## config.mk

```make
export PLATFORM = sky130hd
export DESIGN_NAME = alu_arbitro
export DESIGN_NICKNAME = d
export VERILOG_FILES = /design/src/rtl/alu_arbitro.sv
export SDC_FILE = /design/constraint.sdc
export NUM_CORES = 1
export LEC_CHECK = 0
export CAP_MARGIN = 25
export CELL_PAD_IN_SITES_DETAIL_PLACEMENT = 2
export CELL_PAD_IN_SITES_GLOBAL_PLACEMENT = 2
export CORE_ASPECT_RATIO = 0.7
export CORE_MARGIN = 2
export CORE_UTILIZATION = 21
export DETAILED_ROUTE_END_ITERATION = 12
export GPL_TIMING_DRIVEN = 0
export PLACE_DENSITY = 0.78
export SLEW_MARGIN = 40
export SYNTH_ARGS = -nofsm -noshare
export SYNTH_HDL_FRONTEND = slang
export SYNTH_SLANG_ARGS = --single-unit
```

## constraint.sdc

```tcl
create_clock -name reloj -period 1.48 [get_ports reloj]
set_input_delay 0.148 -clock reloj [delete_from_list [all_inputs] [get_ports reloj]]
set_output_delay 0.148 -clock reloj [all_outputs]
set_load 0.005 [all_outputs]
```

## src/rtl/alu_arbitro.sv

```systemverilog
// -----------------------------------------------------------------------------
// alu_arbitro
//
// Shares one combinational alu between two requesters. A round-robin arbiter
// picks one request at a time, registers its opcode and operands onto the alu
// inputs, holds them for CICLOS_EXEC cycles, then captures the alu result and
// flags. These are returned on a valid/listo response port, tagged with the
// id of the requester that issued the operation.
//
// Optional feature (macro ALU_ARB_ESTAD_EN):
//   Adds two saturating counters, cnt_conc0/cnt_conc1, that count accepted
//   operations per requester. With the macro undefined, these counters and
//   their ports are absent.
//
// Parameters:
//   ANCHO        operand width; the result is 2*ANCHO bits wide
//   CICLOS_EXEC  cycles the alu inputs are held before capture (>= 1)
//   ANCHO_CNT    statistics counter width (only with ALU_ARB_ESTAD_EN)
//
// Ports:
//   reloj, reinicio              clock (rising edge), synchronous active-high reset
//   reqN_valido / reqN_listo     request handshake for requester N (N = 0, 1)
//   reqN_op, reqN_dato0/1        opcode and operands for requester N
//   alu_Codigo_OP, alu_Dato0/1   registered drive to the alu
//   alu_Resultado, alu_banderaA/B  alu outputs, captured at the end of execution
//   resp_valido / resp_listo     response handshake
//   resp_id                      requester that issued the returned operation
//   resp_Resultado, resp_banderaA/B  captured alu result and flags
//   cnt_conc0/1                  accepted-operation counters (optional)
// -----------------------------------------------------------------------------
module alu_arbitro #(
   parameter int ANCHO       = 8,
   parameter int CICLOS_EXEC = 1
`ifdef ALU_ARB_ESTAD_EN
   , parameter int ANCHO_CNT = 16
`endif
) (
   input  logic               reloj,
   input  logic               reinicio,
   input  logic               req0_valido,
   output logic               req0_listo,
   input  logic [2:0]         req0_op,
   input  logic [ANCHO-1:0]   req0_dato0,
   input  logic [ANCHO-1:0]   req0_dato1,
   input  logic               req1_valido,
   output logic               req1_listo,
   input  logic [2:0]         req1_op,
   input  logic [ANCHO-1:0]   req1_dato0,
   input  logic [ANCHO-1:0]   req1_dato1,
   output logic [2:0]         alu_Codigo_OP,
   output logic [ANCHO-1:0]   alu_Dato0,
   output logic [ANCHO-1:0]   alu_Dato1,
   input  logic [2*ANCHO-1:0] alu_Resultado,
   input  logic               alu_banderaA,
   input  logic               alu_banderaB,
   output logic               resp_valido,
   input  logic               resp_listo,
   output logic               resp_id,
   output logic [2*ANCHO-1:0] resp_Resultado,
   output logic               resp_banderaA,
   output logic               resp_banderaB
`ifdef ALU_ARB_ESTAD_EN
   , output logic [ANCHO_CNT-1:0] cnt_conc0
   , output logic [ANCHO_CNT-1:0] cnt_conc1
`endif
);

   typedef enum logic [1:0] {LIBRE, EJEC, RESP} estado_t;

   // The execution counter must hold CICLOS_EXEC-1; keep it at least 1 bit wide.
   localparam int              CNT_W   = (CICLOS_EXEC > 1) ? $clog2(CICLOS_EXEC) : 1;
   localparam logic [CNT_W-1:0] CNT_INI = CNT_W'(CICLOS_EXEC - 1);

   estado_t          estado;
   logic             ultimo;     // requester granted most recently
   logic             id_q;       // requester that owns the operation in flight
   logic [CNT_W-1:0] cnt;
   logic             grant_any;
   logic             grant_id;
   logic             acepta;

   // Round-robin arbitration: a lone request wins outright; on a tie, the
   // requester that was not served last wins.
   always_comb begin
      // NOTE: every signal written here gets a default first, so no path
      // leaves it unassigned and no latch is inferred.
      grant_any = req0_valido | req1_valido;
      grant_id  = 1'b0;
      if (req0_valido && req1_valido)
         grant_id = ~ultimo;
      else if (req1_valido)
         grant_id = 1'b1;
   end

   // Suppress acceptance while reinicio is high. The reset edge discards
   // whatever would have been latched, so signalling listo would lie to the
   // requester.
   assign acepta     = (estado == LIBRE) && !reinicio && grant_any;
   assign req0_listo = acepta && !grant_id;
   assign req1_listo = acepta &&  grant_id;

   always_ff @(posedge reloj) begin
      // NOTE: sequential state uses non-blocking assignments only, so every
      // register samples the values present before the edge.
      if (reinicio) begin
         estado         <= LIBRE;
         ultimo         <= 1'b1;
         id_q           <= 1'b0;
         cnt            <= '0;
         alu_Codigo_OP  <= '0;
         alu_Dato0      <= '0;
         alu_Dato1      <= '0;
         resp_valido    <= 1'b0;
         resp_id        <= 1'b0;
         resp_Resultado <= '0;
         resp_banderaA  <= 1'b0;
         resp_banderaB  <= 1'b0;
      end else begin
         case (estado)
            LIBRE: begin
               if (acepta) begin
                  alu_Codigo_OP <= grant_id ? req1_op    : req0_op;
                  alu_Dato0     <= grant_id ? req1_dato0 : req0_dato0;
                  alu_Dato1     <= grant_id ? req1_dato1 : req0_dato1;
                  ultimo        <= grant_id;
                  id_q          <= grant_id;
                  cnt           <= CNT_INI;
                  estado        <= EJEC;
               end
            end
            EJEC: begin
               // The alu inputs stay untouched here. The result is sampled
               // once they have been stable for CICLOS_EXEC cycles.
               if (cnt == '0) begin
                  resp_Resultado <= alu_Resultado;
                  resp_banderaA  <= alu_banderaA;
                  resp_banderaB  <= alu_banderaB;
                  resp_id        <= id_q;
                  resp_valido    <= 1'b1;
                  estado         <= RESP;
               end else begin
                  cnt <= cnt - 1'b1;
               end
            end
            RESP: begin
               if (resp_listo) begin
                  resp_valido <= 1'b0;
                  estado      <= LIBRE;
               end
            end
            default: estado <= LIBRE;
         endcase
      end
   end

`ifdef ALU_ARB_ESTAD_EN
   // Per-requester accepted-operation counters. Each counter saturates at
   // all-ones instead of wrapping.
   always_ff @(posedge reloj) begin
      if (reinicio) begin
         cnt_conc0 <= '0;
         cnt_conc1 <= '0;
      end else begin
         if (req0_listo && (cnt_conc0 != '1))
            cnt_conc0 <= cnt_conc0 + 1'b1;
         if (req1_listo && (cnt_conc1 != '1))
            cnt_conc1 <= cnt_conc1 + 1'b1;
      end
   end
`endif

endmodule

```

[Yosys cells after proc, flatten, opt, wreduce, memory -nomap -nowiden]
Cells that the tools add are included.
Operators by class
  bitwise logic cells: 3
  add/sub/neg operators: 1
  mux-type cells: 15
  reduce and logical (&&, ||, !) cells: 15
  eq/ne operators: 5
Operator list (count)
  $mux W8: 2
  $mux W1: 6
  $mux W2: 3
  $ne A2 B2 Y1 const B: 3
  $pmux W2 S3: 1
  $reduce_and A2 Y1: 3
  $reduce_and A3 Y1: 2
  $logic_and A1 B1 Y1: 5
  $pmux W1 S2: 2
  $reduce_bool A2 Y1: 2
  $mux W3: 1
  $eq A2 B1 Y1 const B: 1
  $eq A2 B2 Y1 const B: 1
  $logic_not A1 Y1: 2
  $logic_not A2 Y1: 1
  $not A1 Y1: 2
  $or A1 B1 Y1: 1
  $sub A1 B1 Y1 const B: 1
Word-level totals
  output and inout bits: 41
  bits of input ports: 61
  logic and storage cells: 51
  flip-flop bits (word level): 44

[Longest topological paths before layout]
  depth in word-level cells: 5
  mapped depth: 6
  depth with buffers taken out: 4

[Least setup slack after synthesis]
Ideal clock, no wire load.
  path type: flip-flop to flip-flop
  from: register estado[0]
  to: register alu_Codigo_OP[1]
  arrival: 974 ps
  path slack: 359 ps
  clock period less this slack: 1121 ps
  required time: 1333 ps
  stages on the path, launching flop included: 6
  setup time: 147 ps
  cell sequence: dfxtp_1 -> nor3_4 -> nand2_2 -> inv_2 -> buf_6 -> a311oi_2
Between the ends
  longest elaborated chain between the ends: 4
Ends and longest elaborated chain
  start, declared: RTL line 74  | estado_t estado;
  start signal, assigned: RTL line 106  | estado <= LIBRE;
  start signal, assigned: RTL line 128  | estado <= EJEC;
  start signal, assigned: RTL line 140  | estado <= RESP;
  $logic_not A2 Y1 *: RTL line 98, 119
  $logic_and A1 B1 Y1 (2 in a row): RTL line 98  | assign acepta = (estado == LIBRE) && !reinicio && grant_any;
  $reduce_and A2 Y1 (no line) *
  end signal, assigned: RTL line 122  | alu_Codigo_OP <= grant_id ? req1_op : req0_op;
  end, declared: RTL line 50  | output logic [2:0] alu_Codigo_OP,
Every way passes the cells marked *; elsewhere a longest branch is shown, timed or not.
A chain may end at the register's enable or synchronous reset.

[Worst setup path in the final report]
  from: register estado[1]
  to: output req0_listo
Between the ends
  longest elaborated chain between the ends: 4
Ends and longest elaborated chain
  $logic_not A2 Y1: RTL line 98
  $logic_and A1 B1 Y1 (2 in a row): RTL line 98
  $logic_and A1 B1 Y1: RTL line 99  | assign req0_listo = acepta && !grant_id;
  end, declared: RTL line 41  | output logic req0_listo,
No other way between the ends.

==> metrics.md <==
| Metric | Value |
|---|---|
| Syn. warnings | 0 |
| Compound-gate portion of the synthesized area | 0.272 |
| Leading area contributor after synthesis | dfxtp_1 |
| Multi-input logic area | 918 µm² |
| Final Max Tran Viols | 0 |
| Post-Synth Adder-Cell Area | 0 |
| Worst setup SP type | register |
| Setup TNS | 0 ps |
| Largest family of logic cells by synthesized area | compound AO/OA/AOI/OAI gates |
| Number of I/O port buffers | 100 |
| Syn nets | 278 |
| Clock power frac | 0.356 |
| Simple-gate share of the synthesized area | 0.196 |
| Starting density of the core | 0.214 |
| Final total power | approximately 3300 µW |
| CP endpoint kind | output pin |
| Fillcell total | 1044 |
| Layout cells sized above 1 | 0.184 |
| Worst-margin pin slew | roughly 730 ps |
| Crit path max-delay cell type | dfxtp_4 |
| Total Die Area | 0.00998 mm² |
| Max-Cap Viols | 0 |
| Vias per Instance | around 4.3 |
| # setup viols final | 0 |
| Reg2Reg Setup Slack | 80 ps |
| CTS tree | built |
| Vias after detailed routing | 1961 |
| Drt drc | 0 |
| Post-CTS Hold Buffers | 0 |
| Tcrit/Tclk final | 0.975 |
| Yosys cell types | 23 |
| P_int | between 2000 and 2500 µW |
| Leakage power | 0.00120 µW |
| Minimum clock period | 1440 ps |
| Min-delay worst type | in -> reg |
| CTS clk-pin slew, worst paths | ~60 ps |
| Status | completed |
| Skew final | 6.55 ps |
| Sw Pwr | approximately 860 µW |
| CP max stage delay | around 360 ps |
| Buf/Inv on CP | 2 |
| Xor/xnor share of the synthesized area | 0 |
| RD Place Congestion | 0.688 |
| Number of synthesized register bits | 43 |
| Pre-Repair DR Iteration Count | 3 |
| Max frequency | 693 MHz |
| R2r endpoint | alu_Dato1[6] |
| Chip height | 84.2 µm |
| Net Sw Frac | 0.260 |
| Worst Setup SP | estado[1] |
| Peak VDD IR | approximately 0.40 mV |
| Syn_area_per_cell | 8.89 µm² |
| Logic gate share of total power | 0.249 |
| Initial antenna violation count | 0 |
| Total gr overflow | 0 |
| Iteration-0 DRC Markers | 35 |
| Syn-to-layout area delta | 71.6% |
| Hold Worst Slack | 110 ps |
| Register area | 865 µm² |
| Placed Instance Area | 0.00309 mm² |
| Min-delay src | reinicio |
| Routed length per placed instance | around 15 µm |
| Htree depth | 2 |
| Top Ports | roughly 100 |
| Global-route wire length before repair | 10.8 mm |
| Vias in the first global route | 2093 |
| Post-DP HPWL | 5.05 mm |
| Critical path fanouts, max | 4 |
| Pwr dens | around 1000 mW/mm² |
| Rows | 29 |
| Top cell type's share of synthesized area | 0.446 |
| Critical path, cell by cell | nor3_4 -> buf_6 -> nand2_4 -> nor2_2 -> buf_2 |
| Synth area leaders | dfxtp_1 45%, nand2_1 15%, a311oi_2 15% |
| Worst reg2reg path startpoint | estado[1] |
| Fin nets | 392 |
| Worst skew pair latency | slightly below 300 ps |
| Total CTS buffers | 5 |
| Routed WL | just under 7 mm |
| Cells after Synth | around 220 |
| Slew HR | 0.512 |
| Post-synthesis sequential area ratio | 0.446 |
| Root Driver | clkbuf_16 |
| Fin area | 0.00331 mm² |
| Clock Path Buffers | 2 |
| Hold Path Sink | alu_Dato1[1] |
| Fin. Hold Viols | 0 |
| Core Box Area | about 0.0090 mm² |
| Req. time, crit path | 1330 ps |
| Overall routing resource usage | 0.138 |
| R2R depth | 7 |
| Multiplexer share of the synthesized area | 0 |
| Final ANT Viol Nets | 0 |
| Ant. Diodes | 0 |
| Critical path type | reg -> out |
| Die width | 119 µm |
| Synthesized cell area | 0.00193 mm² |
| Part of the power in registers | 0.396 |
| Hold Path Cell Cnt | 2 |
| Largest net degree at the start of global routing | 13 |
| Unrepaired setup endpoints after global routing | true |
| CP top delay family | simple AND/OR/NAND/NOR gates |
| Worst EP arrival | 1290 ps |
| Clock Sinks | 43 |
[Yosys cell counts (all sizes together)]
| cell | number |
|---|---|
| a211o | 1 |
| a21bo | 1 |
| a21boi | 1 |
| a21oi | 41 |
| a311oi | 19 |
| buf | 16 |
| clkbuf | 3 |
| dfxtp | 43 |
| inv | 2 |
| nand2 | 78 |
| nand3 | 1 |
| nor2 | 2 |
| nor2b | 2 |
| nor3 | 2 |
| o21ai | 1 |
| or2 | 1 |
| or2b | 1 |
| or3 | 1 |
| or3b | 1 |
[sequential cells by signal, indices dropped and copies added (netlist names)]
name,count
alu_Dato0,8
ultimo,1
id_q,1
alu_Dato1,8
resp_id,1
resp_Resultado,16
resp_banderaB,1
resp_banderaA,1
estado,2
alu_Codigo_OP,3
resp_valido,1
[stage by stage]
step | util | instances | worst slack [ps]
floorplan | - | 217 | 359
global placement | 0.343 | 441 | -352
detailed placement | 0.343 | 441 | -382
CTS | 0.363 | 452 | 15.6
global route | 0.368 | 456 | -50.7
finish | 0.368 | 456 | 37.0
[logic make-up (layout without fill, tap and decap cells)]
group / Yosys count / count (layout)
buf+inv: 21 / 136
simple gates: 89 / 89
flops: 43 / 43
compound gates: 64 / 64
[cell type report]
class,count,area share
Timing Repair Buffer,107,0.317
Multi-Input combinational cell,153,0.277
Sequential cell,43,0.261
Buffer,19,0.0476
Clock buffer,8,0.0472
Tap cell,124,0.0469
Inverter,2,0.00227
[placed cells by master (no fill, tap or decap), types with 2 or more instances in the layout]
master | synthesis | routed
clkbuf_1 | 3 | 4
inv_2 | 2 | 2
clkbuf_16 | 0 | 5
buf_6 | 9 | 11
a311oi_2 | 19 | 19
a21oi_1 | 41 | 41
dfxtp_1 | 43 | 42
nor2b_1 | 2 | 2
dlygate4sd2_1 | 0 | 2
buf_2 | 3 | 4
nand2_1 | 77 | 77
clkbuf_8 | 0 | 2
buf_4 | 4 | 10
clkdlybuf4s50_1 | 0 | 96
[metal layers]
layer | part of all wire | vias up | global-route usage
li1 | - | 972 | -
met5 | 0 | - | 0
met2 | 0.45 | 77 | 0.226
met1 | 0.45 | 906 | 0.170
met3 | 0.096 | 6 | 0.0605
met4 | 0.0074 | 0 | 0.0260
[timing repair]
action,4_1_cts,5_1_grt
endpoints found under the setup margin,2,2
gates resized for setup,13,4
setup buffers,3,4
pin swaps,1,3
[worst max-delay path by stage]
stage	end	slack (ps)	cells past startpoint
after floorplan	alu_Codigo_OP[1]	360	5
after global placement	req1_listo	-350	6
after detailed placement	req1_listo	-380	6
after CTS	req0_listo	20	5
after global routing	req0_listo	-50	5
final	req0_listo	40	5
[power by group through the flow]
| stage | Combinational, µW | Sequential [µW] | Clock, µW |
|---|---|---|---|
| 2_1_floorplan | 363 | 1340 | 0 |
| 3_3_place_gp | 790 | 1330 | 0 |
| 3_5_place_dp | 805 | 1340 | 0 |
| 4_1_cts | 820 | 1310 | 1220 |
| 5_1_grt | 904 | 1320 | 1270 |
| 6_report | 823 | 1310 | 1180 |
No activity file was read; power rests on OpenSTA's default activity.
